[config.mk]
export PLATFORM = sky130hd
export DESIGN_NAME = muldiv_sequencer
export DESIGN_NICKNAME = d
export VERILOG_FILES = /design/src/rtl/muldiv_pkg.sv /design/src/rtl/muldiv_cycle_counter.sv /design/src/rtl/muldiv_sequencer.sv
export SDC_FILE = /design/constraint.sdc
export NUM_CORES = 1
export LEC_CHECK = 0
export CAP_MARGIN = 20
export CORE_ASPECT_RATIO = 1.1
export CORE_UTILIZATION = 49
export CTS_BUF_LIST = sky130_fd_sc_hd__clkbuf_8 sky130_fd_sc_hd__clkbuf_16
export CTS_CLUSTER_SIZE = 14
export DETAILED_ROUTE_END_ITERATION = 8
export PLACE_DENSITY = 0.77
export SLEW_MARGIN = 40
export SYNTH_ARGS = -nofsm -noshare
export SYNTH_HDL_FRONTEND = slang
export SYNTH_HIERARCHICAL = 1
export SYNTH_SLANG_ARGS = --single-unit
[constraint.sdc]
create_clock -name clk -period 4.1 [get_ports clk]
set_input_delay 0.615 -clock clk [delete_from_list [all_inputs] [get_ports clk]]
set_output_delay 0.615 -clock clk [all_outputs]
set_load 0.02 [all_outputs]
[src/rtl/muldiv_pkg.sv]
// muldiv_pkg
// Shared definitions for the multiply/divide sequencer: operation codes,
// HI/LO mux select encodings, the sequencer state type and a small helper
// that classifies divider operations.
package muldiv_pkg;

    localparam logic [1:0] OP_MULT = 2'b00;
    localparam logic [1:0] OP_DIV  = 2'b01;
    localparam logic [1:0] OP_DIVM = 2'b10;

    localparam logic HL_SEL_DIV  = 1'b0;
    localparam logic HL_SEL_MULT = 1'b1;

    typedef enum logic [2:0] {
        ST_IDLE,
        ST_LAUNCH,
        ST_RUN,
        ST_WRITE,
        ST_DONE,
        ST_ZERO,
        ST_ERR
    } state_t;

    // True for both divider flavours (A/B and B/MDR).
    function automatic logic isDivOp(input logic [1:0] opCode);
        return (opCode == OP_DIV) || (opCode == OP_DIVM);
    endfunction

endpackage

[src/rtl/muldiv_cycle_counter.sv]
// muldiv_cycle_counter
// Loadable down-counter used to time the iterative multiplier/divider.
// Ports:
//   clk        - system clock, rising edge
//   reset      - asynchronous active-low reset, clears the count
//   load_i     - load load_val_i this cycle (has priority over en_i)
//   en_i       - decrement by one; ignored when the count is already zero
//   load_val_i - value to load
//   zero_o     - count is zero
module muldiv_cycle_counter #(
    parameter int CNT_W = 6
) (
    input  logic             clk,
    input  logic             reset,
    input  logic             load_i,
    input  logic             en_i,
    input  logic [CNT_W-1:0] load_val_i,
    output logic             zero_o
);

    logic [CNT_W-1:0] cnt_q;
    logic [CNT_W-1:0] cnt_d;

    // Decrement saturates at zero so the count can never wrap around.
    always_comb begin
        cnt_d = cnt_q;
        if (load_i) begin
            cnt_d = load_val_i;
        end else if (en_i && (cnt_q != '0)) begin
            cnt_d = cnt_q - CNT_W'(1);
        end
    end

    always_ff @(posedge clk or negedge reset) begin
        if (!reset) begin
            cnt_q <= '0;
        end else begin
            cnt_q <= cnt_d;
        end
    end

    assign zero_o = (cnt_q == '0);

endmodule

[src/rtl/muldiv_sequencer.sv]
// muldiv_sequencer
// Sequences the shared iterative multiplier/divider and the HI/LO register
// pair for MULT, DIV and DIVM: pulses the init strobe, holds the operand
// and HI/LO selects, counts the iteration cycles, then commits to HI/LO or
// raises a divide-by-zero exception.
// Ports:
//   clk, reset (async, active-low)
//   start, op[1:0]      - request strobe and opcode from the control unit
//   divisor_zero        - divider zero-divisor flag, sampled in LAUNCH
//   abort               - exception flush, returns to IDLE
//   mult_init, div_init - one-cycle resource start strobes
//   div_src_sel         - 1 selects DIVM operands
//   hl_sel              - 0 divider, 1 multiplier into HI/LO
//   hl_load             - one-cycle HI/LO write enable
//   busy, done          - status and completion pulse
//   div_zero_exc        - divide-by-zero exception pulse
//   op_err              - illegal opcode pulse
module muldiv_sequencer
    import muldiv_pkg::*;
#(
    parameter int MULT_CYCLES = 33,
    parameter int DIV_CYCLES  = 33,
    parameter int CNT_W       = 6
) (
    input  logic       clk,
    input  logic       reset,
    input  logic       start,
    input  logic [1:0] op,
    input  logic       divisor_zero,
    input  logic       abort,
    output logic       mult_init,
    output logic       div_init,
    output logic       div_src_sel,
    output logic       hl_sel,
    output logic       hl_load,
    output logic       busy,
    output logic       done,
    output logic       div_zero_exc,
    output logic       op_err
);

    localparam logic [CNT_W-1:0] MULT_LOAD = CNT_W'(MULT_CYCLES - 1);
    localparam logic [CNT_W-1:0] DIV_LOAD  = CNT_W'(DIV_CYCLES - 1);

    state_t           state_q, state_d;
    logic [1:0]       op_q, op_d;
    logic             divSrcSel_q, divSrcSel_d;
    logic             hlSel_q, hlSel_d;
    logic             cntLoad;
    logic             cntEn;
    logic [CNT_W-1:0] cntLoadVal;
    logic             cntZero;

    muldiv_cycle_counter #(
        .CNT_W(CNT_W)
    ) uCounter (
        .clk       (clk),
        .reset     (reset),
        .load_i    (cntLoad),
        .en_i      (cntEn),
        .load_val_i(cntLoadVal),
        .zero_o    (cntZero)
    );

    // Next-state and Moore output decode. The selects are registered at the
    // accepting edge so they are already valid in LAUNCH and simply hold
    // their last value once the sequencer is back in IDLE. Abort overrides
    // everything at the end: it flushes to IDLE, clears the counter and masks
    // the commit/status pulses in the same cycle.
    always_comb begin
        state_d      = state_q;
        op_d         = op_q;
        divSrcSel_d  = divSrcSel_q;
        hlSel_d      = hlSel_q;
        cntLoad      = 1'b0;
        cntEn        = 1'b0;
        cntLoadVal   = '0;
        mult_init    = 1'b0;
        div_init     = 1'b0;
        hl_load      = 1'b0;
        done         = 1'b0;
        div_zero_exc = 1'b0;
        op_err       = 1'b0;

        case (state_q)
            ST_IDLE: begin
                if (start && !abort) begin
                    if (op == 2'b11) begin
                        state_d = ST_ERR;
                    end else begin
                        op_d        = op;
                        divSrcSel_d = (op == OP_DIVM);
                        hlSel_d     = (op == OP_MULT) ? HL_SEL_MULT : HL_SEL_DIV;
                        state_d     = ST_LAUNCH;
                    end
                end
            end
            ST_LAUNCH: begin
                cntLoad = 1'b1;
                if (isDivOp(op_q)) begin
                    div_init   = 1'b1;
                    cntLoadVal = DIV_LOAD;
                    state_d    = divisor_zero ? ST_ZERO : ST_RUN;
                end else begin
                    mult_init  = 1'b1;
                    cntLoadVal = MULT_LOAD;
                    state_d    = ST_RUN;
                end
            end
            ST_RUN: begin
                cntEn = !cntZero;
                if (cntZero) begin
                    state_d = ST_WRITE;
                end
            end
            ST_WRITE: begin
                hl_load = 1'b1;
                state_d = ST_DONE;
            end
            ST_DONE: begin
                done    = 1'b1;
                state_d = ST_IDLE;
            end
            ST_ZERO: begin
                div_zero_exc = 1'b1;
                state_d      = ST_IDLE;
            end
            ST_ERR: begin
                op_err  = 1'b1;
                state_d = ST_IDLE;
            end
            default: begin
                state_d = ST_IDLE;
            end
        endcase

        if (abort) begin
            cntLoad      = 1'b1;
            cntLoadVal   = '0;
            cntEn        = 1'b0;
            hl_load      = 1'b0;
            done         = 1'b0;
            div_zero_exc = 1'b0;
            op_err       = 1'b0;
            if (state_q != ST_IDLE) begin
                state_d = ST_IDLE;
            end
        end
    end

    always_ff @(posedge clk or negedge reset) begin
        if (!reset) begin
            state_q     <= ST_IDLE;
            op_q        <= OP_MULT;
            divSrcSel_q <= 1'b0;
            hlSel_q     <= 1'b0;
        end else begin
            state_q     <= state_d;
            op_q        <= op_d;
            divSrcSel_q <= divSrcSel_d;
            hlSel_q     <= hlSel_d;
        end
    end

    assign busy        = (state_q != ST_IDLE);
    assign hl_sel      = hlSel_q;
    assign div_src_sel = divSrcSel_q;

endmodule
### Word-level counts from Yosys, hierarchy flattened

Index checks and enable logic that the tools add are counted.

| cells by class | value |
|---|---|
| add/subtract/negate cells | 1 |
| multipliers | 0 |
| div/mod/pow operators | 0 |
| magnitude comparators | 0 |
| eq/ne operators | 10 |
| shift operators | 0 |
| mux-type cells | 29 |
| bitwise operators | 1 |
| reductions and logical operators | 12 |

Operator list:

| kind | number |
|---|---|
| $mux 6 | 4 |
| $mux 3 | 7 |
| $mux 1 | 17 |
| $pmux 3 s4 | 1 |
| $eq 3x3->1 const B | 3 |
| $eq 2x2->1 const B | 3 |
| $eq 3x2->1 const B | 2 |
| $logic_not 6->1 | 1 |
| $reduce_bool 6->1 | 1 |
| $sub 6x1->6 const B | 1 |
| $eq 3x1->1 const B | 1 |
| $logic_not 3->1 | 1 |
| $reduce_and 3->1 | 1 |
| $reduce_bool 3->1 | 1 |
| $eq 2x1->1 const B | 1 |
| $logic_and 1x1->1 | 2 |
| $logic_not 1->1 | 2 |
| $logic_not 2->1 | 1 |
| $reduce_bool 2->1 | 1 |
| $logic_or 1x1->1 | 1 |
| $not 1->1 | 1 |

| word-level totals | value |
|---|---|
| flip-flop bits (word level) | 13 |
| bits in latches | 0 |
| RAM bits | 0 |
| ROM bits | 0 |
| bits of input ports | 7 |
| word-level logic and storage cells | 58 |
| memories kept | 0 |

### Longest topological paths before layout

| logic depth | value |
|---|---|
| depth after elaboration | 7 |
| mapped depth | 8 |

### Hierarchy

The synthesis kept the hierarchy.

Modules (own cells, without submodules):

| module | instances | cells an instance | area each (um^2) |
|---|---|---|---|
| muldiv_sequencer | 1 | 49 | 446.7 |
| muldiv_cycle_counter | 1 | 44 | 395.4 |

### Worst setup path before layout

No wires, ideal clock.

| path | value |
|---|---|
| path type | reg2reg |
| start | register uCounter.cnt_q[0] |
| end | register uCounter.cnt_q[3] |
| library setup time | 0.087 ns |
| data arrival time | 2.400 ns |
| required time | 4.013 ns |
| setup slack | 1.614 ns |
| cell stages (with the launch flop) | 9 |
| path buffers | 0 |
| period minus slack after synthesis | 2.486 ns |
| path through | dfrtp_1 -> inv_1 -> ha_1 -> nand2b_1 -> nor2_1 -> nor4_1 -> or3b_1 -> or4_1 -> o211ai_1 |

| between the ends | value |
|---|---|
| longest elaborated chain between the ends | 6 |
| elaborated cells between the ends (all ways) | 10 |
| classes of those cells | add/sub: 1; mux: 4; reduce/logical: 5 |

RTL lines:

| element | RTL line | source |
|---|---|---|
| start, declared | muldiv_cycle_counter.sv:21 | `logic [CNT_W-1:0] cnt_q;` |
| start signal, assigned | muldiv_cycle_counter.sv:38 | `cnt_q <= cnt_d;` |
| $logic_not 6->1 | muldiv_cycle_counter.sv:42 | `assign zero_o = (cnt_q == '0);` |
| named net cntZero | muldiv_sequencer.sv:52 | `logic cntZero;` |
| $logic_not 1->1 | muldiv_sequencer.sv:111 | `cntEn = !cntZero;` |
| $mux 1 | muldiv_sequencer.sv:85 | `case (state_q)` |
| $mux 1 | muldiv_sequencer.sv:137 | `if (abort) begin` |
| named net cntEn | muldiv_sequencer.sv:50 | `logic cntEn;` |
| $logic_and 1x1->1 | muldiv_cycle_counter.sv:29 | `end else if (en_i && (cnt_q != '0)) begin` |
| $reduce_bool 2->1 (no source line) | - |  |

The timed path passes the listed nets, and every way through them passes these cells. The select of a mux whose other input is x is not followed.
A chain may end at the register's enable or synchronous reset.

### Worst setup path in the final report

| path | value |
|---|---|
| start | input abort |
| end | output div_zero_exc |

| between the ends | value |
|---|---|
| longest elaborated chain between the ends | 1 |

RTL lines:

| element | RTL line | source |
|---|---|---|
| start, declared | muldiv_sequencer.sv:30 | `input logic abort,` |
| $mux 1 | muldiv_sequencer.sv:137 |  |
| end, declared | muldiv_sequencer.sv:38 | `output logic div_zero_exc,` |

Every way passes these cells.

==> impl_summary.md <==
Drt
Summed over all layers, the routed wires come to 1760 um. The routed wire length per instance is 13.5 um. The first TritonRoute pass finished after 4 iterations. The post-detailed-route DRC marker count is 0. The final antenna-violating net count is 0. The average via count per standard cell is 5.80.

The number of violations reported at the end of detailed-routing iteration 0 is 12. Detailed routing inserted a total of 760 vias.

Setup path
The endpoint class of the critical path is an output pin. The launch point of the critical path is abort. The slowest library cell on the worst path is sky130_fd_sc_hd__clkdlybuf4s50_1.

The number of buffers and inverters on the critical path is 2. The type of origin of the critical path is an input port. The worst reg2reg path endpoint is uCounter/cnt_q[5]. The largest single stage delay on the critical path is 0.63 ns. The path type of the worst setup path is in2out. The required time of the worst setup path is 3.48 ns. The worst setup slack for register-to-register paths is 1.55 ns. The depth of the worst register-to-register path is 9.

Data arrives at the worst endpoint at 2.21 ns. Traced cell by cell, the critical path runs through clkdlybuf4s50_1 -> nand2b_1 -> nor3b_1 -> clkdlybuf4s50_1. The most frequent cell on the critical path is sky130_fd_sc_hd__clkdlybuf4s50_1. The worst register-to-register path begins at uCounter/cnt_q[0].

The kind of cell adding the most delay to the critical path is buffers and inverters. Along the worst path, the maximum fanout reaches 7.

Logic synthesis
Dividing the synthesized area by the synthesized cell count gives 9.05 um2. The sequential element share of the synthesized area is 38.6%. The number of warning messages in the yosys log is 6. The cell area after synthesis is 842 um2. The number of flip-flops and latches in the synthesized netlist is 13. The top cell type's share of synthesized area is 38.6%. Synthesis handed over a netlist of 93 instances.

The biggest area contributor in the post-synthesis netlist is sky130_fd_sc_hd__dfrtp_1. The unique cell type count in the Yosys netlist is 37. By area the synthesized netlist is led by sky130_fd_sc_hd__dfrtp_1 (39%), sky130_fd_sc_hd__a31oi_1 (4.5%), sky130_fd_sc_hd__nand2b_1 (3.7%), sky130_fd_sc_hd__nor2_1 (3.6%), sky130_fd_sc_hd__or3b_1 (3.1%).

Die
The total core area is 1600 um2. The die is 45.5 um tall. Row generation in the floorplan step produced 15 rows. The area enclosed by the die boundary is 1890 um2. From left edge to right edge, the die measures 41.5 um. The top-level I/O count is 16. Once the floorplan was initialized, standard cells occupied 52.8% of the core.

Layout
In the final layout, the share of cells above drive strength 1 is 7.02%. The number of nets in the finished design is 124. The area occupied by registers is 325 um2. From synthesis to final layout, the design area changed by 26.0%. The number of antenna cells inserted is 0.

The library cells used most frequently in the layout, excluding fill and tap cells, are sky130_fd_sc_hd__clkdlybuf4s50_1 (15), sky130_fd_sc_hd__dfrtp_1 (13), sky130_fd_sc_hd__nor2_1 (8). The number of fillers in the final layout is 127. The library cell used most frequently in the layout, excluding fill and tap cells, is sky130_fd_sc_hd__clkdlybuf4s50_1.

At the end of the flow the core is filled with cells to 66.5%. The multi-input combinational cells in the finished layout cover a total of 489 um2. Summing all non-filler instances in the final layout gives an area of 1060 um2.

Timing
The clock arrives with 0.00606 ns of skew. Subtracting the final worst setup slack from the clock period gives 2.82 ns. The normalized max-slew margin is 59.8%. The fmax is 354 MHz.

The final clock period utilization by the worst path is 68.9%. The final-report hold violation count came to 0. Setup repair after global routing left no endpoint under its margin. The slew at the pin with the worst max-slew slack is 0.601 ns. The total negative slack for setup checks is 0 ns. The final number of max-transition violations is 0. The minimum hold slack is 0.508 ns.

The total setup violations reported at the end of the flow is 0.

Pwr
The register share of total power is 37.1%. The power per unit of standard cell area is 572 nW/um2. The worst-case IR drop observed on VDD is 366 uV. The leakage power total is 0.448 nW.

The internal portion of total power is 0.367 mW. The clock share of power is 18.7%. The combinational share of power is 44.1%. The power spent charging and discharging nets is 0.240 mW. Net switching is 39.6% of the power. The power consumption is 0.607 mW.

Place
The placer's final routability congestion estimate is 0.753. The total of buffers placed on input and output ports is 15. The total placed instance area is 1020 um2. Once detailed placement completed, the half-perimeter wirelength came to 1280 um.

Min path
The path class of the lowest-slack min-delay path is reg2reg. Along the worst hold path, the cell count comes to 1. The end point of the most critical hold path is div_src_sel. The startpoint identified for the worst hold timing path is div_src_sel.

Clocking
Clock-pin slew was measured on the worst setup and hold paths at 0.06 ns. The worst-skew pair later-pin latency is 0.24 ns. The CTS tree is yes. The root buffer cell is sky130_fd_sc_hd__clkbuf_8. The clock passes through at most 2 buffers. The post-CTS repair timing setup buffer count is 0. TritonCTS created 3 clock buffers. The clock sink count is 13. In this run, post-CTS repair resized a total of 0 instances. Buffers inserted to repair hold after CTS numbered 0. In this run the number of H-tree levels came out at 1.

Global routing
The aggregate global routing overflow is 0. Entering global routing, the biggest net connects 14 pins. The global-route wire length before repair is 2980 um.

The number of global-route vias before repair is 702. Global routing consumed, over all layers together, 20.6% of the routing resources. The initial antenna violation count is 0.

Run status
The run finished with clean final reports.

Flow run
The reported max-cap violation count is 0.
flip-flops by register name, indices dropped and copies added (netlist names):
register	cells
div_src_sel	1
hl_sel	1
op_q	2
state_q	3
uCounter/cnt_q	6
cells by family after synthesis:
group,Yosys count,synth area share [%]
and+or+nand+nor,43,31.7
xor gates and xnor gates,2,2.08
AOI/OAI and AO/OA,23,19.2
DFF,13,38.6
adders and majority gates,2,2.97
other,1,0.445
buffers and inverters,9,5.05
synthesized netlist by cell type (all sizes together):
| cell | number |
|---|---|
| o2111ai | 2 |
| nor3b | 3 |
| a21oi | 2 |
| nand3 | 4 |
| o211ai | 2 |
| o22a | 2 |
| nand2 | 6 |
| conb | 1 |
| or2 | 1 |
| a31oi | 6 |
| nand2b | 5 |
| xor2 | 1 |
| or3 | 2 |
| dfrtp | 13 |
| xnor2 | 1 |
| nor3 | 1 |
| and3b | 2 |
| nor2 | 8 |
| o22ai | 1 |
| nor4 | 2 |
| o21ai | 3 |
| ha | 2 |
| a22o | 1 |
| nor2b | 1 |
| o31ai | 2 |
| or4 | 3 |
| a2bb2oi | 1 |
| or3b | 4 |
| inv | 6 |
| o211a | 1 |
| buf | 3 |
| nand4 | 1 |
layer usage:
layer | share of wire (%) | wire length [um] | track usage (%)
met3 | 2.8 | 49 | 3.57
met4 | 0 | 0 | 7.10
met2 | 50 | 873 | 35.9
met1 | 48 | 839 | 26.1
met5 | 0 | 0 | 0
power groups by stage:
stage | Sequential [mW] | Combinational, mW | Clock (mW)
after global routing | 0.232 | 0.295 | 0.120
after detailed placement | 0.226 | 0.267 | 0
after floorplan | 0.222 | 0.183 | 0
after global placement | 0.224 | 0.259 | 0
after CTS | 0.224 | 0.269 | 0.113
final | 0.225 | 0.268 | 0.114
area by class of cell:
class                   count  share of cell area (%)
clock buffers               3                    3.89
clock inverters             1                   0.354
inverters                   6                    2.12
multi-input cells          75                    46.1
flip-flops and latches     13                    30.7
well taps                  17                    2.00
repair buffers             16                    14.9
how the worst max path moves through the flow:
stage,cells after the start,slack (ns),end
floorplan,8,1.61,uCounter/cnt_q[3]
global placement,4,1.31,div_zero_exc
detailed placement,4,1.29,div_zero_exc
CTS,4,1.28,div_zero_exc
global route,4,1.15,div_zero_exc
finish,4,1.28,div_zero_exc
stage by stage:
step                setup WS, ns  instances
floorplan                   1.61         97
global placement            1.31        127
detailed placement          1.29        127
CTS                         1.28        131
global route                1.15        131
finish                      1.28        131
Power figures use the tool's default switching activity.
